`config.mk`:
```
export PLATFORM = sky130hd
export DESIGN_NAME = fast_square_ctrl
export DESIGN_NICKNAME = d
export VERILOG_FILES = /design/src/rtl/fast_square_pkg.sv /design/src/rtl/sync2.sv /design/src/rtl/fast_square_ctrl.sv
export SDC_FILE = /design/constraint.sdc
export NUM_CORES = 1
export LEC_CHECK = 0
export CAP_MARGIN = 10
export CORE_AREA = 3 3 71 73
export DETAILED_ROUTE_END_ITERATION = 10
export DIE_AREA = 0 0 74 76
export PLACE_DENSITY = 0.59
export SYNTH_ARGS = -nofsm -noshare
export SYNTH_HDL_FRONTEND = slang
export SYNTH_SLANG_ARGS = --single-unit
export TNS_END_PERCENT = 10
```
`constraint.sdc`:
```
create_clock -name clk64 -period 4.8 [get_ports clk64]
set_input_delay 0.96 -clock clk64 [delete_from_list [all_inputs] [get_ports clk64]]
set_output_delay 0.96 -clock clk64 [all_outputs]
set_load 0.03 [all_outputs]
```
`src/rtl/fast_square_pkg.sv`:
```
`default_nettype none
// ============================================================================
// Module   : fast_square_pkg
// Brief    : State codes and default sizing for the fast-square sweep sequencer
// Revision : 1.0  initial release
// ============================================================================
package fast_square_pkg;

  localparam logic [3:0] IDLE        = 4'd0;
  localparam logic [3:0] SWEEP_RESET = 4'd1;
  localparam logic [3:0] GUARD       = 4'd2;
  localparam logic [3:0] WAIT_LOCK   = 4'd3;
  localparam logic [3:0] RECORD      = 4'd4;
  localparam logic [3:0] STEP        = 4'd5;

  localparam int DEF_NUM_FREQ_STEPS = 37;
  localparam int DEF_RECORD_TICKS   = 35000;
  localparam int DEF_PULSE_TICKS    = 16;
  localparam int DEF_GUARD_TICKS    = 64;

  function automatic int max3(input int a, input int b, input int c);
    int m;
    m = (a > b) ? a : b;
    return (m > c) ? m : c;
  endfunction

endpackage
`default_nettype wire

```
`src/rtl/sync2.sv`:
```
`default_nettype none
// ============================================================================
// Module   : sync2
// Brief    : Two-flop synchronizer for a single asynchronous level
// Revision : 1.0  initial release
// ============================================================================
module sync2 (
  input  logic clk64,
  input  logic rst_n,
  input  logic d,
  output logic q
);

  logic r_meta;
  logic r_sync;

  always_ff @(posedge clk64 or negedge rst_n) begin
    if (!rst_n) begin
      r_meta <= 1'b0;
      r_sync <= 1'b0;
    end else begin
      r_meta <= d;
      r_sync <= r_meta;
    end
  end

  assign q = r_sync;

endmodule
`default_nettype wire

```
`src/rtl/fast_square_ctrl.sv`:
```
`default_nettype none
// ============================================================================
// Module   : fast_square_ctrl
// Brief    : Steps the PLL through a frequency sweep and gates record windows
// Revision : 1.0  initial release
// ============================================================================
module fast_square_ctrl
  import fast_square_pkg::*;
#(
  parameter int NUM_FREQ_STEPS = DEF_NUM_FREQ_STEPS,
  parameter int RECORD_TICKS   = DEF_RECORD_TICKS,
  parameter int PULSE_TICKS    = DEF_PULSE_TICKS,
  parameter int GUARD_TICKS    = DEF_GUARD_TICKS
) (
  input  logic       clk64,
  input  logic       rst_n,
  input  logic       pll_locked,
  output logic       freq_step_reset_out,
  output logic       freq_step_out,
  output logic       rx_reset,
  output logic       rx_next,
  output logic       rx_record,
  output logic [3:0] debug
);

  // One spare bit keeps the terminal compare value from ever wrapping.
  localparam int TICK_W = $clog2(max3(RECORD_TICKS, PULSE_TICKS, GUARD_TICKS)) + 1;
  localparam int IDX_W  = $clog2(NUM_FREQ_STEPS) + 1;

  localparam logic [TICK_W-1:0] C_TICK_ONE    = TICK_W'(1);
  localparam logic [TICK_W-1:0] C_PULSE_LAST  = TICK_W'(PULSE_TICKS - 1);
  localparam logic [TICK_W-1:0] C_GUARD_LAST  = TICK_W'(GUARD_TICKS - 1);
  localparam logic [TICK_W-1:0] C_RECORD_LAST = TICK_W'(RECORD_TICKS - 1);
  localparam logic [IDX_W-1:0]  C_IDX_ONE     = IDX_W'(1);
  localparam logic [IDX_W-1:0]  C_IDX_LAST    = IDX_W'(NUM_FREQ_STEPS - 1);

  logic [3:0]        r_state;
  logic [TICK_W-1:0] r_tick;
  logic [IDX_W-1:0]  r_step_idx;
  logic              w_lock_s;

  sync2 u_lock_sync (
    .clk64 (clk64),
    .rst_n (rst_n),
    .d     (pll_locked),
    .q     (w_lock_s)
  );

  always_ff @(posedge clk64 or negedge rst_n) begin
    if (!rst_n) begin
      r_state    <= IDLE;
      r_tick     <= '0;
      r_step_idx <= '0;
    end else begin
      case (r_state)
        IDLE: begin
          r_state <= SWEEP_RESET;
          r_tick  <= '0;
        end

        SWEEP_RESET: begin
          r_step_idx <= '0;
          if (r_tick == C_PULSE_LAST) begin
            r_state <= GUARD;
            r_tick  <= '0;
          end else begin
            r_tick <= r_tick + C_TICK_ONE;
          end
        end

        // Lock is deliberately not looked at here: the synthesizer may still
        // report the previous frequency's lock right after a pulse.
        GUARD: begin
          if (r_tick == C_GUARD_LAST) begin
            r_state <= WAIT_LOCK;
            r_tick  <= '0;
          end else begin
            r_tick <= r_tick + C_TICK_ONE;
          end
        end

        WAIT_LOCK: begin
          r_tick <= '0;
          if (w_lock_s) begin
            r_state <= RECORD;
          end
        end

        RECORD: begin
          if (r_tick == C_RECORD_LAST) begin
            r_tick  <= '0;
            r_state <= (r_step_idx == C_IDX_LAST) ? SWEEP_RESET : STEP;
          end else begin
            r_tick <= r_tick + C_TICK_ONE;
          end
        end

        STEP: begin
          if (r_tick == C_PULSE_LAST) begin
            r_state    <= GUARD;
            r_tick     <= '0;
            r_step_idx <= r_step_idx + C_IDX_ONE;
          end else begin
            r_tick <= r_tick + C_TICK_ONE;
          end
        end

        default: begin
          r_state    <= IDLE;
          r_tick     <= '0;
          r_step_idx <= '0;
        end
      endcase
    end
  end

  always_comb begin
    freq_step_reset_out = 1'b0;
    rx_reset            = 1'b0;
    freq_step_out       = 1'b0;
    rx_next             = 1'b0;
    rx_record           = 1'b0;
    debug               = r_state;
    case (r_state)
      SWEEP_RESET: begin
        freq_step_reset_out = 1'b1;
        rx_reset            = 1'b1;
      end
      STEP: begin
        freq_step_out = 1'b1;
        rx_next       = (r_tick == '0);
      end
      RECORD: begin
        rx_record = 1'b1;
      end
      default: begin
      end
    endcase
  end

endmodule
`default_nettype wire

```
==> impl_results.md <==
* Status: finished, final reports clean
* CTS Root Cell: clkbuf_8
* Clock power share at 0.424
* CTS buffer count at 5
* RSZ-0062 raised after global routing: no
* # setup viols final at 0
* Clock sinks at 29
* Vias per inst at 5.15
* Type of origin of the critical path: flip-flop
* Combinational Power Share at 0.018
* Worst skew pair latency at 270 ps
* Synth Area per Inst at 9.48 µm²
* NumNets Final at 182
* Vias in the first global route at 1191
* First-pass GRT wire length at 5490 µm
* Pre-antenna DRT Iters at 4
* Seq cells post-synth at 29
* Leading cell type in the layout, fill and taps excluded: nor2_1
* Rows at 24
* Routed WL per cell at 13.2 µm
* Die Y at 76 µm
* Layout area overhead at 14.4%
* Tcrit/Tclk final at 0.734
* GRT Total Usage at 0.123
* Psw at 0.0000925 W
* Routed wire length at 3000 µm
* Fin crit period at 3520 ps
* Seq pwr share at 0.559
* Pleak at 0.790 nW
* # IOs at 12
* Overall via count from detail_route at 1175
* Worst-path fanout max at 5
* HP Class: flip-flop to flip-flop
* Cts hold-fix bufs at 0
* Async S/R FF share, synth at 1.00
* Slew @ Worst Pin at 631 ps
* Pwr Density at 250 nW/µm²
* Maximum root-to-sink buffer count at 2
* P_int at 0.000347 W
* Share of cells above drive strength 1 at 0.0795
* Post-Syn Nets at 169
* Switching part of the total power at 0.210
* Post-synthesis sequential area ratio at 0.472
* Top FF cell, synth: dfrtp_1
* Post-DP HPWL at 2200 µm
* Critical Path Sink Type: output port
* Setup CP Type: flip-flop to output port
* DRT iter0 DRCs at 58
* Post-CTS setup buffers at 0
* Crit-path cells: or4_4 -> nor4_4 -> and4_1 -> clkdlybuf4s50_1
* Synth warn at 0
* Slowest CP cell: clkdlybuf4s50_1
* Placeable Area at 4410 µm²
* Rel. slew slack at 0.578
* Final hold vios at 0
* CTS tree: built
* Commonest non-fill, non-tap cells in the layout: 31 x nor2_1, 29 x dfrtp_1, 11 x nand2_1
* Count of pins over their slew limit at 0
* Initial antenna violation count at 0
* TNS Setup at 0 ps
* Arr. time, crit path at 2560 ps
* Depth of the CTS H-tree at 2
* Number of synthesized flops with an enable pin at 0
* Max Fclk at 284 MHz
* Port bufs at 10
* Die width at 74 µm
* Finished Cell Area at 1760 µm²
* Number of diodes at 0
* Placer Congestion at 0.804
* Post-Syn Instances at 162
* Distinct cells, synth at 35
* Pin count of the biggest net entering global routing at 30
* Remaining design rule violation count at 0
* Clock Skews at 6.87 ps
* Maximum VDD drop at 0.177 mV
* Initial Utilization at 0.348
* Post-DP Area at 1680 µm²
* CP required at 3840 ps
* Die area at 5620 µm²
* Resize count post-CTS at 0
* Remaining antenna violation count at 0
* Clk slew on worst S/H paths at 60 ps
* MaxCap Viol Count at 0
* Post-Syn Area at 1540 µm²
* Gr ovfl total at 0
* CP peak stage delay at 670 ps
-- layout make-up --
type | count | area (µm²)
clock buffers | 6 | 72.6
clock inverters | 2 | 10.0
fillers | 443 | 2660
inverters | 7 | 26.3
multi-input cells | 121 | 751
flip-flops and latches | 29 | 726
well taps | 52 | 65.1
repair buffers | 11 | 108
-- per-stage QoR --
stage / hold slack (ps) / setup WS [ps] / utilization / cells / total power [W]
4_1_cts: 360 / 1250 / 0.398 / 228 / 0.000448
6_report: 353 / 1280 / 0.398 / 228 / 0.000440
3_3_place_gp: 332 / 1570 / 0.380 / 220 / 0.000258
3_5_place_dp: 346 / 1550 / 0.380 / 220 / 0.000258
2_1_floorplan: 331 / 2120 / - / 162 / 0.000252
5_1_grt: 378 / 1170 / 0.398 / 228 / 0.000459
-- worst paths after layout --
kind | from | endpoint | slack (ps) | cells after the start
hold / removal | u_lock_sync.r_meta$_DFF_PN0_ | u_lock_sync.q$_DFF_PN0_ | 350 | 0
setup / recovery | r_tick[8]$_DFF_PN0_ | rx_next | 1280 | 4
min in group asynchronous | rst_n | r_step_idx[6]$_DFFE_PN0P_ | 1070 | 2
hold reg to reg | u_lock_sync.r_meta$_DFF_PN0_ | u_lock_sync.q$_DFF_PN0_ | 350 | 0
setup reg to reg | r_tick[12]$_DFF_PN0_ | r_tick[15]$_DFF_PN0_ | 2360 | 5
max in group asynchronous | rst_n | r_tick[1]$_DFF_PN0_ | 3440 | 2
-- kinds of logic (layout without fill, tap and decap cells) --
family / after synthesis / in the layout / synth area share
buf+inv: 12 / 26 / 0.0391
compound gates: 13 / 13 / 0.0513
simple gates: 84 / 84 / 0.294
flops: 29 / 29 / 0.472
xor+xnor: 19 / 19 / 0.108
other cells: 1 / 1 / 0.00244
fa+ha+maj: 4 / 4 / 0.0326
-- flip-flops by register name (all words and copies together) (netlist names) --
signal and count:
u_lock_sync.q 1, u_lock_sync.r_meta 1, r_tick 17, debug 3
r_step_idx 7
-- synth_stat cells (all sizes together), types with 2 or more instances --
| master | instances | area (µm²) |
|---|---|---|
| a21oi | 3 | 15.0 |
| and3 | 4 | 25.0 |
| nand4 | 5 | 31.3 |
| xnor2 | 9 | 78.8 |
| nor3 | 6 | 41.3 |
| nor4 | 2 | 33.8 |
| and4 | 2 | 17.5 |
| o211ai | 2 | 15.0 |
| clkbuf | 2 | 7.51 |
| xor2 | 10 | 87.6 |
| o21ai | 5 | 25.0 |
| nand2 | 12 | 47.6 |
| dfrtp | 29 | 726 |
| nor2 | 31 | 116 |
| buf | 3 | 26.3 |
| nand2b | 3 | 18.8 |
| nand3 | 10 | 50.1 |
| ha | 4 | 50.1 |
| inv | 7 | 26.3 |
| or4 | 4 | 33.8 |
-- layer usage --
layer | GRT usage | wire, µm | share of wire
met3 | 0.0317 | 142 | 0.047
met5 | 0 | 0 | 0
met1 | 0.162 | 1380 | 0.46
met4 | 0.0489 | 41 | 0.014
met2 | 0.191 | 1440 | 0.48
-- power by group through the flow --
stage,clock network [W],registers (W),logic [W]
floorplan,0,0.000250,0.00000165
global placement,0,0.000250,0.00000796
detailed placement,0,0.000250,0.00000819
CTS,0.000194,0.000246,0.00000827
global route,0.000205,0.000246,0.00000891
finish,0.000186,0.000246,0.00000779
-- critical path: cells and delay by family, from the launching register on --
family        cells  cell delay [ps]
buf+inv           1              670
simple gates      3             1200
flops             1              430
Power figures use the tool's default switching activity.
